$ cat src/rtl/odd_parity_serial_tx.sv
// Odd-parity serial transmitter: accepts a word over valid/ready and sends
// start(0), data LSB first, odd-parity bit, stop(1), each bit CLKS_PER_BIT cycles.
module odd_parity_serial_tx #(
    parameter int DATA_W       = 4,
    parameter int CLKS_PER_BIT = 4
) (
    input  logic              clk,
    input  logic              rst_n,
    input  logic [DATA_W-1:0] data_in,
    input  logic              data_valid,
    output logic              data_ready,
    output logic              tx_out,
    output logic              parity_out,
    output logic              busy,
    output logic              frame_done
);

    localparam int CNT_W = $clog2(CLKS_PER_BIT) + 1;
    localparam int BIT_W = $clog2(DATA_W) + 1;
    localparam logic [CNT_W-1:0] CNT_LAST = CNT_W'(CLKS_PER_BIT - 1);
    localparam logic [BIT_W-1:0] BIT_LAST = BIT_W'(DATA_W - 1);

    typedef enum logic [2:0] {
        S_IDLE   = 3'd0,
        S_START  = 3'd1,
        S_DATA   = 3'd2,
        S_PARITY = 3'd3,
        S_STOP   = 3'd4
    } state_t;

    function automatic logic odd_parity(input logic [DATA_W-1:0] word);
        return ~^word;
    endfunction

    state_t            state_q, state_d;
    logic [DATA_W-1:0] shreg_q, shreg_d;
    logic [CNT_W-1:0]  cyc_q, cyc_d;
    logic [BIT_W-1:0]  bit_q, bit_d;
    logic              parity_q, parity_d;
    logic              tx_q, tx_d;
    logic              ready_q, ready_d;
    logic              busy_q, busy_d;
    logic              done_q, done_d;
    logic              bit_end_s;

    // Next-state logic; outputs are derived from the next state so they register in step with it
    always_comb begin
        state_d   = state_q;
        shreg_d   = shreg_q;
        cyc_d     = cyc_q;
        bit_d     = bit_q;
        parity_d  = parity_q;
        bit_end_s = (cyc_q == CNT_LAST);

        case (state_q)
            S_IDLE: begin
                if (data_valid && ready_q) begin
                    shreg_d  = data_in;
                    parity_d = odd_parity(data_in);
                    cyc_d    = {CNT_W{1'b0}};
                    bit_d    = {BIT_W{1'b0}};
                    state_d  = S_START;
                end else begin
                    cyc_d = {CNT_W{1'b0}};
                end
            end
            S_START: begin
                if (bit_end_s) begin
                    cyc_d   = {CNT_W{1'b0}};
                    state_d = S_DATA;
                end else begin
                    cyc_d = cyc_q + CNT_W'(1);
                end
            end
            S_DATA: begin
                if (bit_end_s) begin
                    cyc_d   = {CNT_W{1'b0}};
                    shreg_d = shreg_q >> 1;
                    if (bit_q == BIT_LAST) begin
                        bit_d   = {BIT_W{1'b0}};
                        state_d = S_PARITY;
                    end else begin
                        bit_d = bit_q + BIT_W'(1);
                    end
                end else begin
                    cyc_d = cyc_q + CNT_W'(1);
                end
            end
            S_PARITY: begin
                if (bit_end_s) begin
                    cyc_d   = {CNT_W{1'b0}};
                    state_d = S_STOP;
                end else begin
                    cyc_d = cyc_q + CNT_W'(1);
                end
            end
            S_STOP: begin
                if (bit_end_s) begin
                    cyc_d   = {CNT_W{1'b0}};
                    state_d = S_IDLE;
                end else begin
                    cyc_d = cyc_q + CNT_W'(1);
                end
            end
            default: begin
                cyc_d   = {CNT_W{1'b0}};
                bit_d   = {BIT_W{1'b0}};
                state_d = S_IDLE;
            end
        endcase

        case (state_d)
            S_IDLE:   tx_d = 1'b1;
            S_START:  tx_d = 1'b0;
            S_DATA:   tx_d = shreg_d[0];
            S_PARITY: tx_d = parity_d;
            S_STOP:   tx_d = 1'b1;
            default:  tx_d = 1'b1;
        endcase

        ready_d = (state_d == S_IDLE);
        busy_d  = (state_d != S_IDLE);
        done_d  = (state_d == S_STOP) && (cyc_d == CNT_LAST);
    end

    // State and registered outputs with synchronous active-low reset
    always_ff @(posedge clk) begin
        if (!rst_n) begin
            state_q  <= S_IDLE;
            shreg_q  <= {DATA_W{1'b0}};
            cyc_q    <= {CNT_W{1'b0}};
            bit_q    <= {BIT_W{1'b0}};
            parity_q <= 1'b0;
            tx_q     <= 1'b1;
            ready_q  <= 1'b1;
            busy_q   <= 1'b0;
            done_q   <= 1'b0;
        end else begin
            state_q  <= state_d;
            shreg_q  <= shreg_d;
            cyc_q    <= cyc_d;
            bit_q    <= bit_d;
            parity_q <= parity_d;
            tx_q     <= tx_d;
            ready_q  <= ready_d;
            busy_q   <= busy_d;
            done_q   <= done_d;
        end
    end

    assign data_ready = ready_q;
    assign tx_out     = tx_q;
    assign parity_out = parity_q;
    assign busy       = busy_q;
    assign frame_done = done_q;

endmodule

$ cat config.mk
export PLATFORM = sky130hd
export DESIGN_NAME = odd_parity_serial_tx
export DESIGN_NICKNAME = d
export VERILOG_FILES = /design/src/rtl/odd_parity_serial_tx.sv
export SDC_FILE = /design/constraint.sdc
export NUM_CORES = 1
export LEC_CHECK = 0
export BUFFER_PORTS_ARGS = -buffer_cell sky130_fd_sc_hd__buf_4
export CAP_MARGIN = 20
export CORE_MARGIN = 2
export CORE_UTILIZATION = 48
export CTS_CLUSTER_DIAMETER = 40
export CTS_CLUSTER_SIZE = 30
export DETAILED_ROUTE_END_ITERATION = 7
export PLACE_DENSITY = 0.71
export REMOVE_ABC_BUFFERS = 1
export SLEW_MARGIN = 20
export SYNTH_ARGS = -nofsm -noshare
export SYNTH_HDL_FRONTEND = slang
export SYNTH_SLANG_ARGS = --single-unit
$ cat constraint.sdc
create_clock -name clk -period 1.7 [get_ports clk]
set_input_delay 0.085 -clock clk [delete_from_list [all_inputs] [get_ports clk]]
set_output_delay 0.085 -clock clk [all_outputs]
set_load 0.005 [all_outputs]
Yosys cells after proc, flatten, opt, wreduce, memory -nomap -nowiden
Index checks and enable logic that the tools add are counted.
Storage, ports and cells
  bits in registers: 18
  input port bits: 7
  output and inout port bits: 5
  word-level logic and storage cells: 56
Cells by class
  $add $sub $neg: 2
  eq/ne operators: 13
  muxes and demuxes: 19
  bitwise operators: 1
  reduce and logical (&&, ||, !) cells: 11
Operators with widths (count)
  3-bit 2-to-1 mux: 11
  3-bit by 2-bit == test with 1-bit output, second input constant: 7
  3-bit one-hot mux with 5 select lines: 1
  3-bit one-hot mux with 3 select lines: 1
  4-bit 2-to-1 mux: 2
  4-bit one-hot mux with 2 select lines: 1
  3-bit by 1-bit adder with 3-bit output, second input constant: 2
  3-bit by 1-bit == test with 1-bit output, second input constant: 2
  3-bit == test, second input constant: 2
  3-bit zero test: 2
  3-bit AND reduction: 2
  2-bit != test, second input constant: 2
  4-bit OR reduction: 1
  4-bit XNOR reduction: 1
  1-bit one-hot mux with 3 select lines: 1
  3-bit nonzero test: 1
  3-bit OR reduction: 1
  1-bit logical AND: 2
  1-bit 2-to-1 mux: 2
  2-bit nonzero test: 1
  1-bit NOT: 1

Longest topological paths before layout
  depth after elaboration: 6
  mapped depth: 6
  mapped depth without buffers: 6

Worst setup path before layout
Ideal clock, no wire load.
  kind: register -> register
  start: register cyc_q[0]
  end: register bit_q[0]
  data arrival time: 1.599 ns
  data required time: 1.627 ns
  setup slack: 0.029 ns
  cell stages (with the launch flop): 7
  cells stage by stage: dfxtp_1 > ha_1 > nand2b_4 > a31oi_4 > o31ai_2 > or4_1 > a21oi_1
On the way
  cells in the longest elaborated chain, start to end: 3
RTL lines
  from (decl): line 37  | logic [CNT_W-1:0] cyc_q, cyc_d;
  from (signal assigned): line 131  | cyc_q <= {CNT_W{1'b0}};
  from (signal assigned): line 141  | cyc_q <= cyc_d;
  3-bit by 2-bit == test with 1-bit output: line 53  | bit_end_s = (cyc_q == CNT_LAST);
  2-bit != test (no source line)
  3-bit AND reduction (no source line)
  to (signal assigned): line 132  | bit_q <= {BIT_W{1'b0}};
  to (signal assigned): line 142  | bit_q <= bit_d;
  to (decl): line 38  | logic [BIT_W-1:0] bit_q, bit_d;
No other way between the ends.
A chain may end at the register's enable or synchronous reset.

Worst setup path after layout
  start: register cyc_q[0]
  end: register tx_q (netlist: tx_out)
On the way
  cells in the longest elaborated chain, start to end: 5
RTL lines
  3-bit by 2-bit == test with 1-bit output (*): line 53
  3-bit 2-to-1 mux (on tied branches)
  3-bit one-hot mux with 5 select lines: line 55  | case (state_q)
  3-bit by 2-bit == test with 1-bit output / 3-bit by 1-bit == test with 1-bit output (equally long branches): line 112  | case (state_d)
  1-bit one-hot mux with 3 select lines (*): line 112
  to (signal assigned): line 144  | tx_q <= tx_d;
  to (decl): line 40  | logic tx_q, tx_d;
Mark *: on every way between the ends. The rest lies on a longest branch, timed or not. The select of a mux whose other input is x is not followed.

==> results.py <==
metrics = {
    "run_status": {
        "outcome": "finished, final reports clean",
    },
    "floorplan": {
        "core_area_um2": 1690,
        "dieArea_um2": 2090,
        "ios": 12,
        "rows": 15,
        "die_h_um": 45.8,
        "start_util_pct": 49.6,
        "die_w_um": 45.8,
    },
    "clock_tree": {
        "clockBufferDepth": 2,
        "cts-root-buf": "clkbuf_4",
        "htreeDepth": 1,
        "cts_tree": "built",
        "post_cts_buffers": 0,
        "clock_latency_ns": 0.29,
        "cts.sinks": 18,
        "clkTransAtPathRegs_ns": 0.09,
        "cts_buffers": 3,
    },
    "power_and_ir_drop": {
        "power_density_nw_per_um2": 782,
        "power_leakage_nw": 0.426,
        "peakVddDrop_uv": 452,
        "power.total_w": 0.000797,
    },
    "worst_setup_path": {
        "path_cells": "ha_4 -> and3b_1 -> a32o_1 -> a221o_1 -> o21ai_1 -> o311ai_1",
        "r2r_cells": 6,
        "worst_setup_path_start_kind": "register",
        "required_ns": 1.86,
        "worstSetupPathType": "reg -> reg",
        "slowest_delay_ns": 0.36,
        "arrival_ns": 1.77,
        "critPathMaxFanout": 5,
        "crit_path_end_kind": "register",
        "cp_slowest_cell": "dfxtp_4",
    },
    "cells_and_area": {
        "syn2layout_area_growth_pct": 21.8,
        "nFillCells": 154,
        "final_cell_mix": "16 x nor2_1, 16 x buf_4, 15 x dfxtp_1, 6 x xnor2_1",
        "post_route_cells_drive_above_1_share_pct": 26.7,
        "diodes": 0,
        "nNetsFinal": 116,
        "final_util_pct": 60.4,
    },
    "placed_design": {
        "io_buffers": 11,
        "dpl.hpwl_um": 1230,
        "place.gp.congestion": 0.782,
    },
    "flow_run": {
        "maxCapViolCount": 0,
    },
    "timing": {
        "hold_viol_final": 0,
        "rsz0062_at_grt": "no",
        "period_minus_slack_ns": 1.61,
        "maxSlewViolCount": 0,
        "worstMarginPinSlew_ns": 0.413,
        "post-route-period-util_pct": 94.8,
        "finClkSkew_ns": 0.000883,
        "slew_headroom_pct": 72.3,
        "fmax_ghz": 0.621,
        "finalSetupViolCount": 0,
    },
    "routing": {
        "drt_iter0_drc": 22,
        "wl_per_cell_um": 13.0,
        "drc": 0,
        "first_pass_iters": 4,
        "avgViaCountPerCell": 5.70,
        "finalWirelength_um": 1590,
        "detail-route-antenna-nets": 0,
        "num_vias": 695,
    },
    "global_routing": {
        "grt-ovfl-total": 0,
        "grt_usage_pct": 18.8,
        "antenna_found_initial": 0,
        "first_global_vias": 667,
        "grt_max_degree": 11,
        "grt_pass1_wl_um": 2830,
    },
    "synth": {
        "ys_warn_count": 0,
        "yosysUniqueCellTypes": 34,
        "synth_xor_xnor_area_share_pct": 6.28,
        "synth.mux.area_fraction_pct": 2.39,
        "synthAdderAreaFrac_pct": 2.99,
        "yosys.area_share.simple_pct": 25.6,
        "syn_avg_cell_area_um2": 9.51,
        "seq_area_frac_synth_pct": 43.0,
        "synth_top_family_by_area": "simple AND/OR/NAND/NOR gates",
        "netlist_area_um2": 837,
        "synth-seq-cells": 18,
        "synthCells": 88,
        "synth_compound_area_share_pct": 16.4,
    },
    "hold_path": {
        "hold_depth": 2,
        "worst_hold_path_type": "in -> reg",
    },
}
worst paths after layout:
check / end / slack (ns) / start
worst min-delay path: tx_out / 0.04 / rst_n
worst min register to register: cyc_q[0] / 0.45 / cyc_q[0]
worst max-delay path: tx_out / 0.09 / cyc_q[0]
worst max register to register: tx_out / 0.09 / cyc_q[0]
cell usage after synthesis:
library cell | count | area [µm²]
a211oi_1 | 1 | 7.51
a21oi_1 | 3 | 15.0
a221o_1 | 1 | 10.0
a222oi_1 | 2 | 20.0
a22oi_1 | 1 | 7.51
a31oi_4 | 1 | 21.3
a32o_1 | 1 | 10.0
and2_1 | 1 | 6.26
and3_1 | 3 | 18.8
and3b_1 | 1 | 8.76
and4b_1 | 1 | 10.0
buf_2 | 1 | 5.00
buf_4 | 1 | 7.51
clkinv_1 | 1 | 3.75
dfxtp_1 | 18 | 360
ha_1 | 2 | 25.0
inv_1 | 3 | 11.3
mux2i_1 | 2 | 20.0
nand2_1 | 4 | 15.0
nand2b_4 | 1 | 13.8
nand3b_1 | 1 | 7.51
nor2_1 | 16 | 60.1
nor2b_1 | 4 | 25.0
nor3_1 | 1 | 5.00
nor3b_1 | 2 | 15.0
nor4_2 | 1 | 12.5
o211a_1 | 1 | 10.0
o21ai_0 | 2 | 10.0
o21ai_1 | 1 | 5.00
o311ai_1 | 1 | 8.76
o31ai_2 | 1 | 12.5
or3b_1 | 1 | 8.76
or4_1 | 1 | 7.51
xnor2_1 | 6 | 52.6
worst max-delay path: cells and delay by family, from the launching register on:
kind,cells,cell delay (ns)
compound gates,4,0.75
fa+ha+maj,1,0.17
simple gates,1,0.20
flops,1,0.36
registers in the layout, summed over array words and instances (netlist names), 3 cells and up:
name,flops
cyc_q,3
bit_q,3
shreg_q,4
state_q,3
layer usage:
metal,up-vias,track usage (%),routed length [µm]
met5,-,0,0
li1,348,-,-
met4,0,8.57,33
met1,327,23.9,738
met3,5,2.38,70
met2,15,31.3,750
cell families (layout without fill, tap and decap cells):
family / count (synthesis) / count (layout)
buf+inv: 6 / 23
simple gates: 38 / 38
flops: 18 / 18
fa+ha+maj: 2 / 2
mux: 2 / 2
compound gates: 16 / 16
xor+xnor: 6 / 6
layout make-up:
cell class              count  area [µm²]  area share (%)
clock buffers               3        22.5            2.21
inverters                   4        15.0            1.47
repair buffers             16         120            11.8
well taps                  17        21.3            2.09
flip-flops and latches     18         367            36.0
multi-input cells          64         474            46.5
metrics by stage:
step / worst slack, ns / instance area (µm²) / setup TNS, ns / hold slack (ns) / std cells
2_1_floorplan: 0.0210 / 825 / 0 / 0.163 / 86
3_3_place_gp: 0.0518 / 966 / 0 / 0.327 / 119
3_5_place_dp: -0.00525 / 966 / -0.00525 / 0.336 / 119
4_1_cts: 0.0183 / 991 / 0 / 0.0341 / 122
5_1_grt: 0.00629 / 1020 / 0 / 0.0338 / 122
6_report: 0.0890 / 1020 / 0 / 0.0388 / 122
where the power goes:
| part | leakage, nW | switching, W | internal (W) |
|---|---|---|---|
| sequential | 0.148 | 0.0000151 | 0.000442 |
| combinational | 0.264 | 0.0000647 | 0.0000707 |
| clock | 0.0138 | 0.000122 | 0.0000824 |
what timing repair did:
action	CTS	global route
resized for setup	1	7
setup endpoints to repair	2	2
hold buffers	0	0
No activity file was read; power rests on OpenSTA's default activity.
